**config.mk**
```make
export PLATFORM = sky130hd
export DESIGN_NAME = axi_log_drain
export DESIGN_NICKNAME = d
export VERILOG_FILES = /design/src/rtl/axi_log_drain.sv
export SDC_FILE = /design/constraint.sdc
export NUM_CORES = 1
export LEC_CHECK = 0
export ABC_AREA = 1
export CELL_PAD_IN_SITES_DETAIL_PLACEMENT = 1
export CELL_PAD_IN_SITES_GLOBAL_PLACEMENT = 1
export CORE_ASPECT_RATIO = 1.25
export CORE_MARGIN = 2
export CORE_UTILIZATION = 35
export CTS_BUF_LIST = sky130_fd_sc_hd__clkbuf_4 sky130_fd_sc_hd__clkbuf_8
export DETAILED_ROUTE_END_ITERATION = 8
export GPL_TIMING_DRIVEN = 0
export PLACE_DENSITY_LB_ADDON = 0.1
export SYNTH_ARGS = -nofsm -noshare
export SYNTH_HDL_FRONTEND = slang
export SYNTH_SLANG_ARGS = --single-unit
```
**constraint.sdc**
```tcl
create_clock -name Clk_CI -period 1.9 [get_ports Clk_CI]
set_clock_uncertainty 0.05 [all_clocks]
set_input_delay 0.19 -clock Clk_CI [delete_from_list [all_inputs] [get_ports Clk_CI]]
set_output_delay 0.19 -clock Clk_CI [all_outputs]
set_load 0.02 [all_outputs]
```
**src/rtl/axi_log_drain.sv**
```systemverilog
// Bulk drain of N 96-bit logger entries from the BRAM read port, serialised as id/len, address, timestamp words.
// Latency: Start -> BramEn 1 cycle, -> first word 2+BRAM_RD_LAT cycles; OutReady_SI low holds data/valid stable.
// Define AXI_LOG_DRAIN_HEADER_EN to emit a {16'hB10C, N} header word before the first entry.
module axi_log_drain #(
    parameter int LOGGING_DATA_BITW = 96,
    parameter int NUM_SER_BRAMS     = 12,
    parameter int LOG_ADDR_BITW     = $clog2(1024*NUM_SER_BRAMS) + 2,
    parameter int CNT_BITW          = LOG_ADDR_BITW - 1,
    parameter int BRAM_RD_LAT       = 1
) (
    input  logic                         Clk_CI,
    input  logic                         Rst_RI,
    input  logic                         Start_SI,
    input  logic                         Abort_SI,
    input  logic [CNT_BITW-1:0]          NumEntries_DI,
    output logic                         BramEn_SO,
    output logic [LOG_ADDR_BITW-1:0]     BramAddr_DO,
    input  logic [LOGGING_DATA_BITW-1:0] BramRdData_DI,
    output logic [31:0]                  OutData_DO,
    output logic                         OutValid_SO,
    input  logic                         OutReady_SI,
    output logic                         Busy_SO,
    output logic                         Done_SO
);

    localparam int MAX_ENTRIES = 1024 * NUM_SER_BRAMS;

    typedef enum logic [2:0] {
        S_IDLE = 3'd0,
        S_READ = 3'd1,
        S_WAIT = 3'd2,
        S_SEND = 3'd3,
        S_DONE = 3'd4
    } state_e;

    state_e                       state_q, state_d;
    logic [CNT_BITW-1:0]          remaining_q, remaining_d;
    logic [CNT_BITW-1:0]          index_q, index_d;
    logic [1:0]                   word_sel_q, word_sel_d;
    logic [1:0]                   wait_cnt_q, wait_cnt_d;
    logic [LOGGING_DATA_BITW-1:0] hold_q, hold_d;
`ifdef AXI_LOG_DRAIN_HEADER_EN
    logic                         hdr_q, hdr_d;
`endif

    logic [CNT_BITW-1:0] num_clamped;
    logic                handshake;
    logic                wait_last;
    logic                last_word;

    assign num_clamped = (NumEntries_DI > CNT_BITW'(MAX_ENTRIES)) ? CNT_BITW'(MAX_ENTRIES)
                                                                  : NumEntries_DI;
    assign handshake   = OutValid_SO && OutReady_SI;
    assign wait_last   = (wait_cnt_q == 2'(BRAM_RD_LAT - 1));
    assign last_word   = (word_sel_q == 2'd2);

    // State and datapath registers
    always_ff @(posedge Clk_CI) begin
        if (Rst_RI) begin
            state_q     <= S_IDLE;
            remaining_q <= '0;
            index_q     <= '0;
            word_sel_q  <= '0;
            wait_cnt_q  <= '0;
            hold_q      <= '0;
`ifdef AXI_LOG_DRAIN_HEADER_EN
            hdr_q       <= 1'b0;
`endif
        end else begin
            state_q     <= state_d;
            remaining_q <= remaining_d;
            index_q     <= index_d;
            word_sel_q  <= word_sel_d;
            wait_cnt_q  <= wait_cnt_d;
            hold_q      <= hold_d;
`ifdef AXI_LOG_DRAIN_HEADER_EN
            hdr_q       <= hdr_d;
`endif
        end
    end

    // Next-state logic; abort overrides everything, including a same-cycle handshake
    always_comb begin
        state_d = state_q;
        case (state_q)
            S_IDLE: begin
                if (Start_SI) begin
`ifdef AXI_LOG_DRAIN_HEADER_EN
                    state_d = S_SEND;
`else
                    state_d = (num_clamped == '0) ? S_DONE : S_READ;
`endif
                end
            end
            S_READ: state_d = S_WAIT;
            S_WAIT: begin
                if (wait_last) begin
                    state_d = S_SEND;
                end
            end
            S_SEND: begin
                if (handshake) begin
`ifdef AXI_LOG_DRAIN_HEADER_EN
                    if (hdr_q) begin
                        state_d = (remaining_q == '0) ? S_DONE : S_READ;
                    end else
`endif
                    if (last_word) begin
                        state_d = (remaining_q == CNT_BITW'(1)) ? S_DONE : S_READ;
                    end
                end
            end
            S_DONE:  state_d = S_IDLE;
            default: state_d = S_IDLE;
        endcase
        if (Abort_SI && (state_q != S_IDLE)) begin
            state_d = S_IDLE;
        end
    end

    always_comb begin
        remaining_d = remaining_q;
        index_d     = index_q;
        word_sel_d  = word_sel_q;
        wait_cnt_d  = wait_cnt_q;
        hold_d      = hold_q;
`ifdef AXI_LOG_DRAIN_HEADER_EN
        hdr_d       = hdr_q;
`endif
        case (state_q)
            S_IDLE: begin
                if (Start_SI) begin
                    remaining_d = num_clamped;
                    index_d     = '0;
                    word_sel_d  = '0;
`ifdef AXI_LOG_DRAIN_HEADER_EN
                    hdr_d       = 1'b1;
`endif
                end
            end
            S_READ: wait_cnt_d = '0;
            S_WAIT: begin
                if (wait_last) begin
                    hold_d     = BramRdData_DI;
                    word_sel_d = '0;
                end else begin
                    wait_cnt_d = wait_cnt_q + 2'd1;
                end
            end
            S_SEND: begin
                if (handshake && !Abort_SI) begin
`ifdef AXI_LOG_DRAIN_HEADER_EN
                    if (hdr_q) begin
                        hdr_d = 1'b0;
                    end else
`endif
                    if (last_word) begin
                        word_sel_d  = '0;
                        index_d     = index_q + CNT_BITW'(1);
                        remaining_d = remaining_q - CNT_BITW'(1);
                    end else begin
                        word_sel_d = word_sel_q + 2'd1;
                    end
                end
            end
            default: ;
        endcase
    end

    // Outputs are pure functions of state, so reset/abort zero them on the next cycle
    always_comb begin
        BramEn_SO   = 1'b0;
        BramAddr_DO = '0;
        OutValid_SO = 1'b0;
        OutData_DO  = '0;
        Busy_SO     = (state_q != S_IDLE);
        Done_SO     = (state_q == S_DONE);
        case (state_q)
            S_READ: begin
                BramEn_SO   = 1'b1;
                BramAddr_DO = {index_q[LOG_ADDR_BITW-3:0], 2'b00};
            end
            S_SEND: begin
                OutValid_SO = 1'b1;
                case (word_sel_q)
                    2'd0:    OutData_DO = hold_q[31:0];
                    2'd1:    OutData_DO = hold_q[63:32];
                    2'd2:    OutData_DO = hold_q[95:64];
                    default: OutData_DO = '0;
                endcase
`ifdef AXI_LOG_DRAIN_HEADER_EN
                if (hdr_q) begin
                    OutData_DO = {16'hB10C, 16'(remaining_q)};
                end
`endif
            end
            default: ;
        endcase
    end

endmodule

```
==> impl_summary.log, run 1 <==
[metrics] internal portion of total power: 6.827 mW
[metrics] critical path peak fanout: 8
[metrics] switching pwr: 4.761 mW
[metrics] kind of path behind the tightest hold check: in -> reg
[metrics] register area share after synthesis: 40.14%
[metrics] finished layout cell area: 0.01019 mm^2
[metrics] peak clock frequency supported by timing: 494.3 MHz
[metrics] clock edge transition at the registers on the reported setup and hold paths: 0.08 ns
[metrics] Synth-to-Final Area Change: 54.81%
[metrics] hold slack final: 0.2783 ns
[metrics] worst vdd ir: 0.0004556 V
[metrics] Comb pwr share: 42.3%
[metrics] ratio of total power to cell area: 1137 mW/mm^2
[metrics] result of the run: finished with violations
[metrics] core region area: 0.01864 mm^2
[metrics] ordered list of cells on the worst path: buf_6 > nor2_4 > buf_6 > buf_12 > nand2_4 > o221ai_4 > nand2_2 > inv_2 > buf_6
[metrics] utilization after layout: 54.69%
[metrics] top_reg_cell synth: dfxtp_1
[metrics] GR Util All Layers: 26.50%
[metrics] critical hold path startpoint: BramRdData_DI[30]
[metrics] total vias in the final route: 7606
[metrics] gate count after technology mapping: 998
[metrics] Total Power Consumption: 11.59 mW
[metrics] number of ports placed on the die boundary: 168
[metrics] first-pass iteration count of the detailed router: 4
[metrics] post-synthesis async set-or-reset flop share: 0%
[metrics] min Tclk post-route: 2.023 ns
[metrics] Die X-Extent: 126.7 um
[metrics] critical path class: reg -> out
[metrics] number of pins with negative max-slew slack in the final report: 0
[metrics] total number of nets in the final design: 1334
[metrics] drt total wl: 27210 um
[metrics] failing checks: negative setup slack
[metrics] number of hold violations in the final report: 0
[metrics] post-route DRC violation count: 0
[metrics] post-synthesis share of cell area spent on full adders, half adders and majority gates: 0.7602%
[metrics] delay of the slowest cell on the worst path: 0.36 ns
[metrics] remaining antenna violation count: 0
[metrics] CP most frequent cell: buf_6
[metrics] clock sinks: 132
[metrics] Required @ worst endpoint: 1.66 ns
[metrics] post-synthesis average cell area: 6.597 um^2
[metrics] CP endpoint kind: output port
[metrics] Min-Delay Path Depth: 3
[metrics] post-synthesis simple-gate area fraction: 25.16%
[metrics] placement-stage cell area: 0.008529 mm^2
[metrics] Static Leakage: 4.095 nW
[metrics] Worst Hold Path EP: hold_q[30]$_SDFFE_PP0P_
[metrics] layout cell share with drive strength beyond 1: 21.52%
[metrics] Worst EP arrival: 1.78 ns
[metrics] Root Buffer: clkbuf_8
[metrics] grt ovf: 0
[metrics] Ant. Diodes: 0
[metrics] pin count of the biggest net entering global routing: 17
[metrics] Port Buf Inserts: 165
[metrics] post-synthesis mux area share: 0%
[metrics] reg2reg end: hold_q[75]$_SDFFE_PP0P_
[metrics] EDFF count, synth: 0
[metrics] Final period util: 106.5%
[metrics] Max stage delay cell, worst path: dfxtp_4
[metrics] setup slack, reg-to-reg: 0.08 ns
[metrics] post-synthesis compound-gate area fraction: 20.85%
[metrics] sequential cell fraction of total power: 33.1%
[metrics] worst reg2reg path startpoint: state_q[0]$_SDFFE_PP0P_
[metrics] count of cell types in the netlist: 31
[metrics] unrepaired setup endpoints after global routing: true
[metrics] Clock Tree Buf Depth: 2
[metrics] global-route wire length before repair: 41040 um
[metrics] netlist area before placement: 0.006584 mm^2
[metrics] starting density of the core: 35.32%
[metrics] number of buffers inserted for hold repair after clock tree synthesis: 0
[metrics] depth of the CTS H-tree: 4
[metrics] Max-cap violations: 0
[metrics] average wire per standard cell: 18.65 um
[metrics] Post-Synth XOR/XNOR Area: 0.1330%
[metrics] global placer's final weighted congestion: 0.8133
[metrics] initial drt markers: 255
[metrics] TritonCTS clock tree: done
[metrics] dominant combinational cell family by area after synthesis: simple AND/OR/NAND/NOR gates
[metrics] die extent in y: 157.3 um
[metrics] Register-to-Register Path Depth: 7
[metrics] Seq cells post-synth: 132
[metrics] total CTS buffers: 17
[metrics] transition time at the pin with the least slew margin: 0.8148 ns
[metrics] area of the die: 0.01993 mm^2
[metrics] number of global-route vias before repair: 7801
[metrics] Yosys Warn Count: 0
[metrics] DP HPWL: 18400 um
[metrics] Clock Power Share: 24.5%
[metrics] clk_lat worst skew: 0.47 ns
[metrics] antenna violations before repair: 0
[metrics] setup violators final: 30
[metrics] headroom to the max-slew limit: 45.68%
[metrics] kind of start point of the critical path: flop
[metrics] fraction of power spent switching nets: 41.09%
[metrics] std cell rows: 56
[metrics] setup slack of the critical path after layout: -0.1229 ns
[metrics] routed via count divided by cell count: 5.213
## cell usage after synthesis, types with 2 or more instances
library cell / instances / share of area, %
nand2_1: 212 / 12
inv_1: 154 / 8.8
dfxtp_1: 132 / 40
a21oi_1: 126 / 9.6
nor2_1: 83 / 4.7
o21ai_0: 72 / 5.5
nand3_1: 69 / 5.2
clkbuf_1: 43 / 2.5
o221ai_1: 28 / 3.7
nand4_1: 15 / 1.4
o21ai_1: 11 / 0.84
buf_2: 10 / 0.76
nor3_1: 8 / 0.61
buf_1: 5 / 0.29
o22ai_1: 5 / 0.48
ha_1: 4 / 0.76
nand2_2: 3 / 0.29
nand3b_1: 3 / 0.34
buf_4: 2 / 0.23
buf_6: 2 / 0.34
## power groups by stage
stage               logic [mW]  clock network [mW]  registers [mW]
floorplan                 2.55                   0            3.73
global placement          3.81                   0            3.79
detailed placement        3.89                   0            3.82
CTS                       4.40                2.86            3.79
global route              5.38                2.98            3.90
finish                    4.91                2.84            3.84
## state kept, by name, summed over array words and instances (netlist names)
name	cells
hold_q	96
index_q	14
remaining_q	15
state_q	3
wait_cnt_q	2
word_sel_q	2
## cell families (layout without fill, tap and decap cells)
family / after synthesis / in the layout
AOI/OAI and AO/OA: 247 / 247
other: 1 / 2
xor gates and xnor gates: 1 / 1
adders and majority gates: 4 / 4
and+or+nand+nor: 396 / 396
DFF: 132 / 132
buffers and inverters: 217 / 445
## repair_timing
| item | 4_1_cts | 5_1_grt |
|---|---|---|
| setup buffers | 20 | 7 |
| gates cloned | 5 | 1 |
| pin swaps | 20 | 25 |
| endpoints found under the setup margin | 115 | 132 |
| gates resized for setup | 416 | 129 |
## through the flow
stage | setup WS, ns | TNS, ns | cells
after floorplan | 0.1377 | 0 | 999
after global placement | -0.6521 | -27.97 | 1396
after detailed placement | -0.6702 | -31.11 | 1396
after CTS | -0.09802 | -1.769 | 1453
after global routing | -0.1972 | -4.604 | 1459
final | -0.1229 | -1.847 | 1459
## area by class of cell
| type | count | area [um^2] |
|---|---|---|
| clock buffers | 18 | 241.5 |
| inverters | 155 | 596.8 |
| flip-flops and latches | 132 | 2659 |
| clock inverters | 14 | 225.2 |
| multi-input cells | 650 | 3697 |
| plain buffers | 61 | 476.7 |
| repair buffers | 197 | 2006 |
| fillers | 2355 | 8446 |
| well taps | 232 | 290.3 |
## critical path, delay by kind of cell, from the launching register on
family          cells  cell delay (ns)
buf+inv             5             0.61
flops               1             0.36
simple gates        3             0.27
compound gates      1             0.07
## cells in the final DEF (no fill, tap or decap), types with 3 or more instances in the layout
cell type,netlist,final
nor3_1,8,4
nand3b_1,3,3
nand2_2,3,12
a21oi_1,126,126
clkdlybuf4s50_1,0,115
nand4_1,15,15
nand2_1,212,179
nor3_2,1,3
buf_4,2,29
inv_6,0,6
inv_1,154,139
o22ai_1,5,3
clkbuf_2,0,19
bufinv_16,0,5
o21ai_0,72,60
ha_1,4,4
buf_8,0,6
clkbuf_1,43,19
buf_2,10,4
clkbuf_8,0,21
clkinvlp_4,0,3
o221ai_2,0,23
buf_12,0,4
nand2_4,0,23
clkinv_4,0,3
nand3_1,69,68
buf_6,2,49
dfxtp_4,0,4
clkbuf_16,0,5
nor2_1,83,69
inv_2,1,13
o21ai_1,11,22
nor2_4,1,14
o221ai_4,0,5
dfxtp_1,132,127
## per-layer routing
metal	GRT usage [%]	share of wire, %	vias up
li1	-	-	3666
met1	29.79	39	3670
met2	50.94	54	208
met3	4.385	4.8	62
met4	8.059	2.6	0
met5	0	0	-
## worst max path at each step
stage                      end  slack, ns                        from
2_1_floorplan  BramAddr_DO[10]       0.14     state_q[1]$_SDFFE_PP0P_
3_3_place_gp    OutData_DO[12]      -0.65     state_q[0]$_SDFFE_PP0P_
3_5_place_dp    OutData_DO[21]      -0.67     state_q[0]$_SDFFE_PP0P_
4_1_cts         OutData_DO[16]       -0.1  word_sel_q[1]$_SDFFE_PP0P_
5_1_grt          OutData_DO[2]      -0.20  word_sel_q[0]$_SDFFE_PP0P_
6_report         OutData_DO[2]      -0.12  word_sel_q[0]$_SDFFE_PP0P_
(Power assumes the default switching activity.)
==> inputs of run 2 (changes only) <==
--- a/config.mk
+++ b/config.mk
@@ -12,9 +12,11 @@
 export CORE_MARGIN = 2
 export CORE_UTILIZATION = 35
 export CTS_BUF_LIST = sky130_fd_sc_hd__clkbuf_4 sky130_fd_sc_hd__clkbuf_8
+export CTS_CLUSTER_DIAMETER = 150
 export DETAILED_ROUTE_END_ITERATION = 8
 export GPL_TIMING_DRIVEN = 0
 export PLACE_DENSITY_LB_ADDON = 0.1
+export SETUP_SLACK_MARGIN = 0.1
 export SYNTH_ARGS = -nofsm -noshare
 export SYNTH_HDL_FRONTEND = slang
 export SYNTH_SLANG_ARGS = --single-unit
==> run 2 against run 1 <==
  * The flow still finishes with violations (negative setup slack)
  * Critical path type unchanged
  * Sequential power hardly changed
  * First-iteration DRC count grew 35%
  * Die area is the same
  * Maximum frequency is 1.8% higher
==> impl_summary.log, run 2 (same netlist as run 1, synthesis figures left out) <==
[metrics] layout cell share with drive strength beyond 1: 23.24% (+1.7 points)
[metrics] starting density of the core: 35.32% (unchanged)
[metrics] most frequent cells in the layout: 185 x nand2_1, 140 x inv_1, 127 x dfxtp_1
[metrics] Worst EP arrival: 1.75 ns (-0.03 ns)
[metrics] Clock Tree Buf Depth: 2 (unchanged)
[metrics] Setup Total Neg Slack: -1.307 ns (+0.5396 ns)
[metrics] clock edge transition at the registers on the reported setup and hold paths: 0.08 ns (about the same)
[metrics] placement-stage cell area: 0.008529 mm^2 (unchanged)
[metrics] clock sinks: 132 (unchanged)
[metrics] TritonCTS clock tree: done
[metrics] setup violators final: 31 (+3.3%)
[metrics] peak clock frequency supported by timing: 503.1 MHz (+1.8%)
[metrics] sequential cell fraction of total power: 31.3% (-1.8 points)
[metrics] std cell rows: 56 (unchanged)
[metrics] total number of nets in the final design: 1346 (+0.90%)
[metrics] Port Buf Inserts: 165 (unchanged)
[metrics] failing checks: negative setup slack
[metrics] die extent in y: 157.3 um (unchanged)
[metrics] CP endpoint kind: output port
[metrics] area of the die: 0.01993 mm^2 (unchanged)
[metrics] total vias in the final route: 7698 (+1.2%)
[metrics] unrepaired setup endpoints after global routing: true
[metrics] result of the run: finished with violations
[metrics] clk_lat worst skew: 0.46 ns (about the same)
[metrics] Ant. Diodes: 0 (unchanged)
[metrics] Static Leakage: 4.214 nW (+2.9%)
[metrics] delay of the slowest cell on the worst path: 0.39 ns (+0.03 ns)
[metrics] Die X-Extent: 126.7 um (unchanged)
[metrics] post-route DRC violation count: 0 (unchanged)
[metrics] routed via count divided by cell count: 5.233 (+0.38%)
[metrics] global placer's final weighted congestion: 0.8133 (unchanged)
[metrics] GR Util All Layers: 26.64% (+0.14 points)
[metrics] depth of the CTS H-tree: 4 (unchanged)
[metrics] kind of start point of the critical path: flop
[metrics] setup slack of the critical path after layout: -0.08754 ns (+0.03541 ns)
[metrics] drt total wl: 27780 um (+2.1%)
[metrics] Clock Power Share: 23.3% (-1.2 points)
[metrics] internal portion of total power: 7.233 mW (+5.9%)
[metrics] number of pins with negative max-slew slack in the final report: 0 (unchanged)
[metrics] number of global-route vias before repair: 7931 (+1.7%)
[metrics] fraction of power spent switching nets: 40.64% (-0.45 points)
[metrics] core region area: 0.01864 mm^2 (unchanged)
[metrics] total CTS buffers: 17 (unchanged)
[metrics] antenna violations before repair: 0 (unchanged)
[metrics] global-route wire length before repair: 41390 um (+0.86%)
[metrics] pin count of the biggest net entering global routing: 17 (unchanged)
[metrics] most common cell after layout, fill and taps aside: nand2_1
[metrics] number of ports placed on the die boundary: 168 (unchanged)
[metrics] first-pass iteration count of the detailed router: 5 (+1)
[metrics] DP HPWL: 18400 um (unchanged)
[metrics] Final period util: 104.6% (-1.9 points)
[metrics] fin cells: 1471 (+0.82%)
[metrics] largest registers: hold_q x96, remaining_q x15, index_q x14
[metrics] Max-cap violations: 0 (unchanged)
[metrics] kind of path behind the tightest hold check: in -> reg
[metrics] Required @ worst endpoint: 1.66 ns (about the same)
[metrics] finished layout cell area: 0.01039 mm^2 (+2.0%)
[metrics] ratio of total power to cell area: 1173 mW/mm^2 (+3.1%)
[metrics] worst vdd ir: 0.0005366 V (+18%)
[metrics] ordered list of cells on the worst path: inv_4 > nor2_4 > inv_6 > clkbuf_16 > o221ai_2 > nand2_1 > inv_2 > buf_6
[metrics] average wire per standard cell: 18.89 um (+1.3%)
[metrics] transition time at the pin with the least slew margin: 0.7865 ns (-0.02830 ns)
[metrics] utilization after layout: 55.75% (+1.1 points)
[metrics] remaining antenna violation count: 0 (unchanged)
[metrics] min Tclk post-route: 1.988 ns (-0.03541 ns)
[metrics] Comb pwr share: 45.5% (+3.2 points)
[metrics] register with the most flip-flops: hold_q
[metrics] Max stage delay cell, worst path: dfxtp_4
[metrics] Root Buffer: clkbuf_8
[metrics] headroom to the max-slew limit: 47.56% (+1.9 points)
[metrics] number of hold violations in the final report: 0 (unchanged)
[metrics] critical path peak fanout: 8 (unchanged)
[metrics] initial drt markers: 344 (+35%)
[metrics] critical path class: reg -> out
[metrics] grt ovf: 0 (unchanged)
[metrics] Synth-to-Final Area Change: 57.83%
[metrics] flip-flop count of the largest register after layout: 96 (unchanged)
[metrics] placed cell count: 1396 (unchanged)
[metrics] switching pwr: 4.952 mW (+4.0%)
run 2: changes by cell type in the layout (fill, tap and decap cells not counted), sizes merged:
cell / previous run / this run
buf: 94 / 118
clkbuf: 65 / 55
dlygate4sd1: 1 / 0
dlygate4sd2: 1 / 0
run 2: routing by layer:
| metal | wire length [um] | GRT usage, % | vias to the layer above |
|---|---|---|---|
| li1 | - | - | 3695 |
| met1 | 11040 | 29.94 | 3746 |
| met2 | 14890 | 50.42 | 200 |
| met3 | 1021 | 4.351 | 57 |
| met4 | 826 | 9.785 | 0 |
| met5 | 0 | 0 | - |
run 2: critical path: cells and delay by family, from the launching register on:
kind / cells / cell delay (ns)
AND/OR/NAND/NOR: 2 / 0.27
AO/OA/AOI/OAI: 1 / 0.14
buffers and inverters: 5 / 0.50
flip-flops: 1 / 0.39
run 2: worst paths after layout:
check | from | endpoint | slack, ns | depth (start not counted)
hold / removal | BramRdData_DI[30] | hold_q[30]$_SDFFE_PP0P_ | 0.28 | 3
setup reg to reg | state_q[0]$_SDFFE_PP0P_ | state_q[1]$_SDFFE_PP0P_ | 0.04 | 8
hold reg to reg | wait_cnt_q[0]$_SDFFE_PP0P_ | wait_cnt_q[0]$_SDFFE_PP0P_ | 0.38 | 1
setup / recovery | word_sel_q[0]$_SDFFE_PP0P_ | OutData_DO[2] | -0.09 | 8
run 2: layout make-up:
type	instances	area [um^2]
tap	232	290.3
inverter	155	604.3
timing repair buffer	208	2177
clock buffer	18	241.5
buffer	62	554.3
clock inverter	14	225.2
sequential	132	2659
multi-input combinational	650	3640
fill	2319	8247
run 2: metrics by stage:
stage,setup WS (ns),power (mW),hold slack [ns]
floorplan,0.1377,6.280,0.3000
global placement,-0.6521,7.602,0.3607
detailed placement,-0.6702,7.710,0.3663
CTS,-0.07568,11.23,0.2445
global route,-0.1586,12.86,0.2757
finish,-0.08754,12.18,0.2800
run 2: repair_timing:
item	CTS	global route
buffers inserted	21	17
gates resized for setup	454	172
hold buffers	0	0
pin swaps	19	23
cloned	5	1
setup endpoints to repair	154	171
run 2: power by group through the flow:
stage / sequential (mW) / clock (mW) / combinational, mW
after floorplan: 3.73 / 0 / 2.55
after global placement: 3.79 / 0 / 3.81
after detailed placement: 3.82 / 0 / 3.89
after CTS: 3.76 / 2.86 / 4.61
after global routing: 3.87 / 2.97 / 6.02
final: 3.81 / 2.84 / 5.54
